## src/rtl/agu_config_queue.sv

```systemverilog
// AGU configuration queue: buffers per-pass configurations with derived limits
// and issues one start_fc/start_conv pulse per entry as the AGU finishes each pass.
module agu_config_queue #(
    parameter int IDX_W  = 8,
    parameter int TRIP_W = 8,
    parameter int LIM_W  = 6,
    parameter int KSIZE  = 3,
    parameter int DEPTH  = 2
) (
    input  logic              clk,
    input  logic              rst,
    input  logic              start,
    input  logic [1:0]        mode,
    input  logic [IDX_W-1:0]  idx_cnt,
    input  logic [TRIP_W-1:0] trip_cnt,
    input  logic              is_new,
    input  logic [3:0]        pad_code,
    input  logic              cut_y,
    input  logic              agu_done,
    output logic              cfg_ready,
    output logic              busy,
    output logic              cfg_err,
    output logic [1:0]        conf_mode,
    output logic [IDX_W-1:0]  conf_idx_cnt,
    output logic [TRIP_W-1:0] conf_trip_cnt,
    output logic              conf_is_new,
    output logic              conf_pad_u,
    output logic              conf_pad_l,
    output logic [LIM_W-1:0]  conf_lim_r,
    output logic [LIM_W-1:0]  conf_lim_d,
    output logic [LIM_W-1:0]  conf_row_cnt,
    output logic              start_fc,
    output logic              start_conv
);

    localparam int AW = $clog2(DEPTH);
    localparam logic [AW:0]      DEPTH_C = DEPTH[AW:0];
    localparam logic [LIM_W-1:0] KSIZE_C = LIM_W'(KSIZE);
    localparam logic [LIM_W-1:0] KOFF_C  = LIM_W'(KSIZE - 2);

    typedef struct packed {
        logic [1:0]        mode;
        logic [IDX_W-1:0]  idx_cnt;
        logic [TRIP_W-1:0] trip_cnt;
        logic              is_new;
        logic              pad_u;
        logic              pad_l;
        logic [LIM_W-1:0]  lim_r;
        logic [LIM_W-1:0]  lim_d;
        logic [LIM_W-1:0]  row_cnt;
    } entry_t;

    typedef enum logic {
        IDLE,
        RUN
    } state_t;

    entry_t            mem_q [DEPTH];
    entry_t            push_entry;
    entry_t            conf_q;
    logic [AW-1:0]     wr_ptr_q, rd_ptr_q;
    logic [AW:0]       count_q, count_d;
    logic [TRIP_W:0]   trip_half;
    state_t            state_q;
    logic              start_fc_q, start_conv_q;
    logic              cfg_err_q;
    logic              pulse_q;
    logic              push, pop;
    logic              fifo_empty;

    // Derived fields are folded into the entry at push time so the issue path is a plain load.
    // NOTE: every always_comb output gets a default first so no path leaves it unassigned (no latch).
    always_comb begin
        push_entry          = '0;
        trip_half           = ({1'b0, trip_cnt} + 1'b1) >> 1;
        push_entry.mode     = mode;
        push_entry.idx_cnt  = idx_cnt;
        push_entry.trip_cnt = trip_cnt;
        push_entry.is_new   = is_new;
        push_entry.pad_u    = pad_code[0];
        push_entry.pad_l    = pad_code[2];
        push_entry.lim_d    = KSIZE_C - LIM_W'(pad_code[0]) - LIM_W'(pad_code[1])
                              - LIM_W'(cut_y);
        push_entry.lim_r    = LIM_W'(trip_cnt) + KOFF_C - LIM_W'(pad_code[2])
                              - LIM_W'(pad_code[3]);
        push_entry.row_cnt  = LIM_W'(trip_half) - LIM_W'(1);
    end

    assign fifo_empty = (count_q == '0);
    assign cfg_ready  = (count_q < DEPTH_C);
    assign push       = start && cfg_ready;
    assign pulse_q    = start_fc_q || start_conv_q;
    // agu_done is only meaningful in RUN and never in the issue-pulse cycle.
    assign pop        = !fifo_empty &&
                        ((state_q == IDLE) || (agu_done && !pulse_q));

    always_comb begin
        count_d = count_q;
        case ({push, pop})
            2'b10:   count_d = count_q + 1'b1;
            2'b01:   count_d = count_q - 1'b1;
            default: count_d = count_q;
        endcase
    end

    // NOTE: storage array is not reset; occupancy is tracked by count/pointers only.
    always_ff @(posedge clk) begin
        if (push) begin
            mem_q[wr_ptr_q] <= push_entry;
        end
    end

    // NOTE: sequential state uses non-blocking assignments so all registers update together.
    always_ff @(posedge clk) begin
        if (rst) begin
            wr_ptr_q  <= '0;
            rd_ptr_q  <= '0;
            count_q   <= '0;
            cfg_err_q <= 1'b0;
        end else begin
            if (push) begin
                wr_ptr_q <= wr_ptr_q + AW'(1);
            end
            if (pop) begin
                rd_ptr_q <= rd_ptr_q + AW'(1);
            end
            count_q <= count_d;
            if (start && !cfg_ready) begin
                cfg_err_q <= 1'b1;
            end
        end
    end

    always_ff @(posedge clk) begin
        if (rst) begin
            state_q        <= IDLE;
            conf_q         <= '0;
            conf_q.is_new  <= 1'b1;
            start_fc_q     <= 1'b0;
            start_conv_q   <= 1'b0;
        end else begin
            start_fc_q   <= 1'b0;
            start_conv_q <= 1'b0;
            case (state_q)
                IDLE: begin
                    if (pop) begin
                        state_q <= RUN;
                    end
                end
                RUN: begin
                    if (agu_done && !pulse_q && fifo_empty) begin
                        state_q <= IDLE;
                    end
                end
                default: state_q <= IDLE;
            endcase
            if (pop) begin
                conf_q       <= mem_q[rd_ptr_q];
                start_fc_q   <= mem_q[rd_ptr_q].mode[0];
                start_conv_q <= !mem_q[rd_ptr_q].mode[0];
            end
        end
    end

    assign busy          = (state_q == RUN) || !fifo_empty;
    assign cfg_err       = cfg_err_q;
    assign conf_mode     = conf_q.mode;
    assign conf_idx_cnt  = conf_q.idx_cnt;
    assign conf_trip_cnt = conf_q.trip_cnt;
    assign conf_is_new   = conf_q.is_new;
    assign conf_pad_u    = conf_q.pad_u;
    assign conf_pad_l    = conf_q.pad_l;
    assign conf_lim_r    = conf_q.lim_r;
    assign conf_lim_d    = conf_q.lim_d;
    assign conf_row_cnt  = conf_q.row_cnt;
    assign start_fc      = start_fc_q;
    assign start_conv    = start_conv_q;

endmodule

```

## config.mk

```make
export PLATFORM = sky130hd
export DESIGN_NAME = agu_config_queue
export DESIGN_NICKNAME = d
export VERILOG_FILES = /design/src/rtl/agu_config_queue.sv
export SDC_FILE = /design/constraint.sdc
export NUM_CORES = 1
export LEC_CHECK = 0
export CAP_MARGIN = 40
export CORE_UTILIZATION = 30
export DETAILED_ROUTE_END_ITERATION = 10
export PLACE_DENSITY = 0.59
export SKIP_CTS_REPAIR_TIMING = 1
export SYNTH_ARGS = -nofsm -noshare
export SYNTH_HDL_FRONTEND = slang
export SYNTH_SLANG_ARGS = --single-unit
```

## constraint.sdc

```tcl
create_clock -name clk -period 4.82 [get_ports clk]
set_clock_uncertainty 0.2 [all_clocks]
set_input_delay 0.964 -clock clk [delete_from_list [all_inputs] [get_ports clk]]
set_output_delay 0.964 -clock clk [all_outputs]
set_load 0.005 [all_outputs]
```

==> impl_results.md <==
* Vias in the first global route at about 2900
* Area grow syn2layout at 31.32%
* Routed vias at between 2000 and 3000
* Post-layout min period at 3.111 ns
* Leak at about 2.2 nW
* TritonCTS clock tree: yes
* EDFF count, synth at 70
* Ant diodes at 0
* WP data required at 4.77 ns
* Worst R2R End: conf_is_new
* Layout cell share with drive strength beyond 1 at between 10% and 20%
* Startpoint Class: input port
* Dpl ws at about 1.3 ns
* Worst relative slew slack at between 50% and 60%
* R2r setup slk at approximately 2.7 ns
* Total CTS buffers at 17
* Flop pwr share at a little under two fifths
* Port bufs at 67
* Fmax at about 320 MHz
* Clock Latency Late Sink at approximately 0.41 ns
* Worst R2R Path Depth at 3
* Final hold vios at 0
* Maximum vdd drop at roughly 0.39 mV
* Die area at around 0.016 mm²
* Switch Pwr at around 1.1 mW
* GRT overflow at 0
* Post-Route WL at around 9 mm
* Post-route setup slack at between 1.5 and 2 ns
* Combinational share of power at around 30%
* P_int at between 2 and 3 mW
* DP Area at ~0.0055 mm²
* CTS Root Cell: clkbuf_16
* IO Count at 72
* Seq/Total Area, Yosys at a little under two thirds
* Residual DRC at 0
* Setup TNS at 0 ns
* Hold Path Cell Cnt at 2
* Mapped Cells at between 300 and 400
* Switch share at between 20% and 30%
* Pwr/cell area at between 600 and 700 mW/mm²
* Clk slew on worst S/H paths at around 0.050 ns
* Gpl congestion at between 0.7 and 0.8
* Synthesis-stage register bit count at approximately 110
* Worst EP arrival at ~3.1 ns
* CP Max Fanout at 8
* Final nets at 444
* Starting Density at between 30% and 40%
* Crit share post-route at between 60% and 70%
* # fillers at roughly 1400
* Synth Flop Type: edfxtp_1
* Largest net degree at the start of global routing at 70
* Final setup viols at 0
* Core Region at roughly 0.015 mm²
* Worst-Margin Slew at between 0.7 and 0.8 ns
* Max_cap viols at 0
* Final Instance Area at just over 0.006 mm²
* Clock Power Share at between 30% and 40%
* DRT antenna net count at 0
* Initial antenna violation count at 0
* Die Width at approximately 130 µm
* First-pass GRT wire length at 14.48 mm
* Row cnt at between 40 and 50
* Synth cell types at 38
* Setup crit end: mem_q[1][17]
* Worst hold path type: reg2reg
* Total power at ~3.9 mW
* Die Height at 126.9 µm
* Tot GR Track Use at 12.16%
* Ys async rst share at 0%
* Clock tree buffer depth at 2
* Fin. max-slew vios at 0
* Mapped cell area at about 0.0047 mm²
* Status: finished clean
* Type of the worst setup path: in2reg
* CP endpoint kind: flip-flop
* DR WL/cell at roughly 15 µm
* Iter 0 DRT Violations at 97
* TritonRoute pass-1 iters at 4
* Syn Area/Cell at about 14 µm²
* Clk sinks at 114
* RSZ-0062 raised after global routing: false
* Drt via density at roughly 4.5
* CP startpoint: trip_cnt[1]
* Synth warn at 0
* Post-DP HPWL at around 5.6 mm
* Number of H-tree levels at 4
## power by group through the flow
stage	Clock [mW]	Combinational, mW	Sequential (mW)
after floorplan	0	0.761	1.43
after detailed placement	0	1.19	1.46
after global placement	0	1.13	1.45
final	1.26	1.17	1.44
after CTS	1.29	1.20	1.44
after global routing	1.34	1.29	1.47
## per-stage QoR
| step | cells | hold WS, ns | utilization [%] |
|---|---|---|---|
| finish | 602 | 0.2735 | 40.41 |
| global route | 602 | 0.2936 | 40.41 |
| CTS | 602 | 0.2780 | 40.41 |
| detailed placement | 570 | 0.2626 | 36.43 |
| global placement | 568 | 0.2545 | 36.12 |
| floorplan | 330 | 0.2561 | - |
## state kept, by name (all words and copies together) (netlist names), named ones only
register	cells
conf_mode	2
count_q	2
conf_is_new	1
conf_trip_cnt	8
state_q	1
conf_row_cnt	6
start_conv	1
rd_ptr_q	1
conf_idx_cnt	8
conf_pad_l	1
cfg_err	1
mem_q	70
conf_lim_r	6
conf_pad_u	1
wr_ptr_q	1
start_fc	1
conf_lim_d	2
## layout by cell type, fill, tap and decap left out, drive strengths merged, types with 5 or more instances in the layout
cell / synthesis / layout
xor2: 5 / 5
buf: 16 / 7
dfxtp: 44 / 44
edfxtp: 70 / 70
ha: 13 / 13
clkinv: 0 / 6
xnor2: 10 / 10
mux2i: 34 / 34
clkbuf: 5 / 22
a211oi: 34 / 34
nor2: 41 / 41
a21oi: 6 / 6
inv: 15 / 15
clkdlybuf4s50: 0 / 66
## layer usage
metal | vias to the layer above | wire length [µm] | global-route usage (%)
met5 | - | 0 | 0
met4 | 0 | 139 | 5.672
met3 | 8 | 395 | 4.639
met2 | 65 | 4417 | 20.69
met1 | 1323 | 4006 | 13.40
li1 | 1342 | - | -
## area by class of cell
cell class	instances	area, µm²	area share, %
inverter	15	56.30	0.9165
timing repair buffer	73	743.2	12.10
sequential	114	2984	48.57
clock inverter	10	131.4	2.138
tap	188	235.2	3.829
multi-input combinational	180	1519	24.73
clock buffer	22	474.2	7.719
## cell usage after synthesis, types with 2 or more instances
master	instances	area share, %
a21o_1	2	0.32
buf_2	4	0.43
xnor2_1	10	1.9
fa_1	2	0.86
nand2_1	4	0.32
a211oi_1	2	0.32
ha_1	13	3.5
or3_1	2	0.27
nor2_1	41	3.3
clkbuf_1	5	0.40
buf_6	5	1.2
a21oi_1	5	0.53
buf_4	7	1.1
nand4b_1	2	0.37
inv_1	15	1.2
edfxtp_1	70	45
dfxtp_1	44	19
nand3b_1	2	0.32
mux2i_1	34	7.3
and3b_1	2	0.37
nand3_1	4	0.43
xor2_1	5	0.94
a211oi_2	32	8.6
## critical path: stages
cell and delay (ns):
clkdlybuf4s50_1 0.62, inv_1 0.08, ha_1 0.30, inv_1 0.06, ha_1 0.16, inv_1 0.06, fa_1 0.40, inv_1 0.07
a21o_1 0.11, a21oi_1 0.07, xor2_1 0.16
## logic make-up (layout without fill, tap and decap cells)
group,Yosys count,in the layout,synth area share [%]
DFF,114,114,63.76
muxes,35,35,7.515
adders and majority gates,15,15,4.333
and+or+nand+nor,64,64,6.419
AOI/OAI and AO/OA,47,47,10.72
buffers and inverters,36,120,4.359
other,1,4,0.08016
xor gates and xnor gates,15,15,2.808
## how the worst min path moves through the flow
stage / end / start
3_3_place_gp: cfg_err / cfg_err
6_report: cfg_err / cfg_err
3_5_place_dp: cfg_err / cfg_err
5_1_grt: cfg_err / cfg_err
2_1_floorplan: state_q / state_q
4_1_cts: cfg_err / cfg_err
No activity file was read; power rests on OpenSTA's default activity.
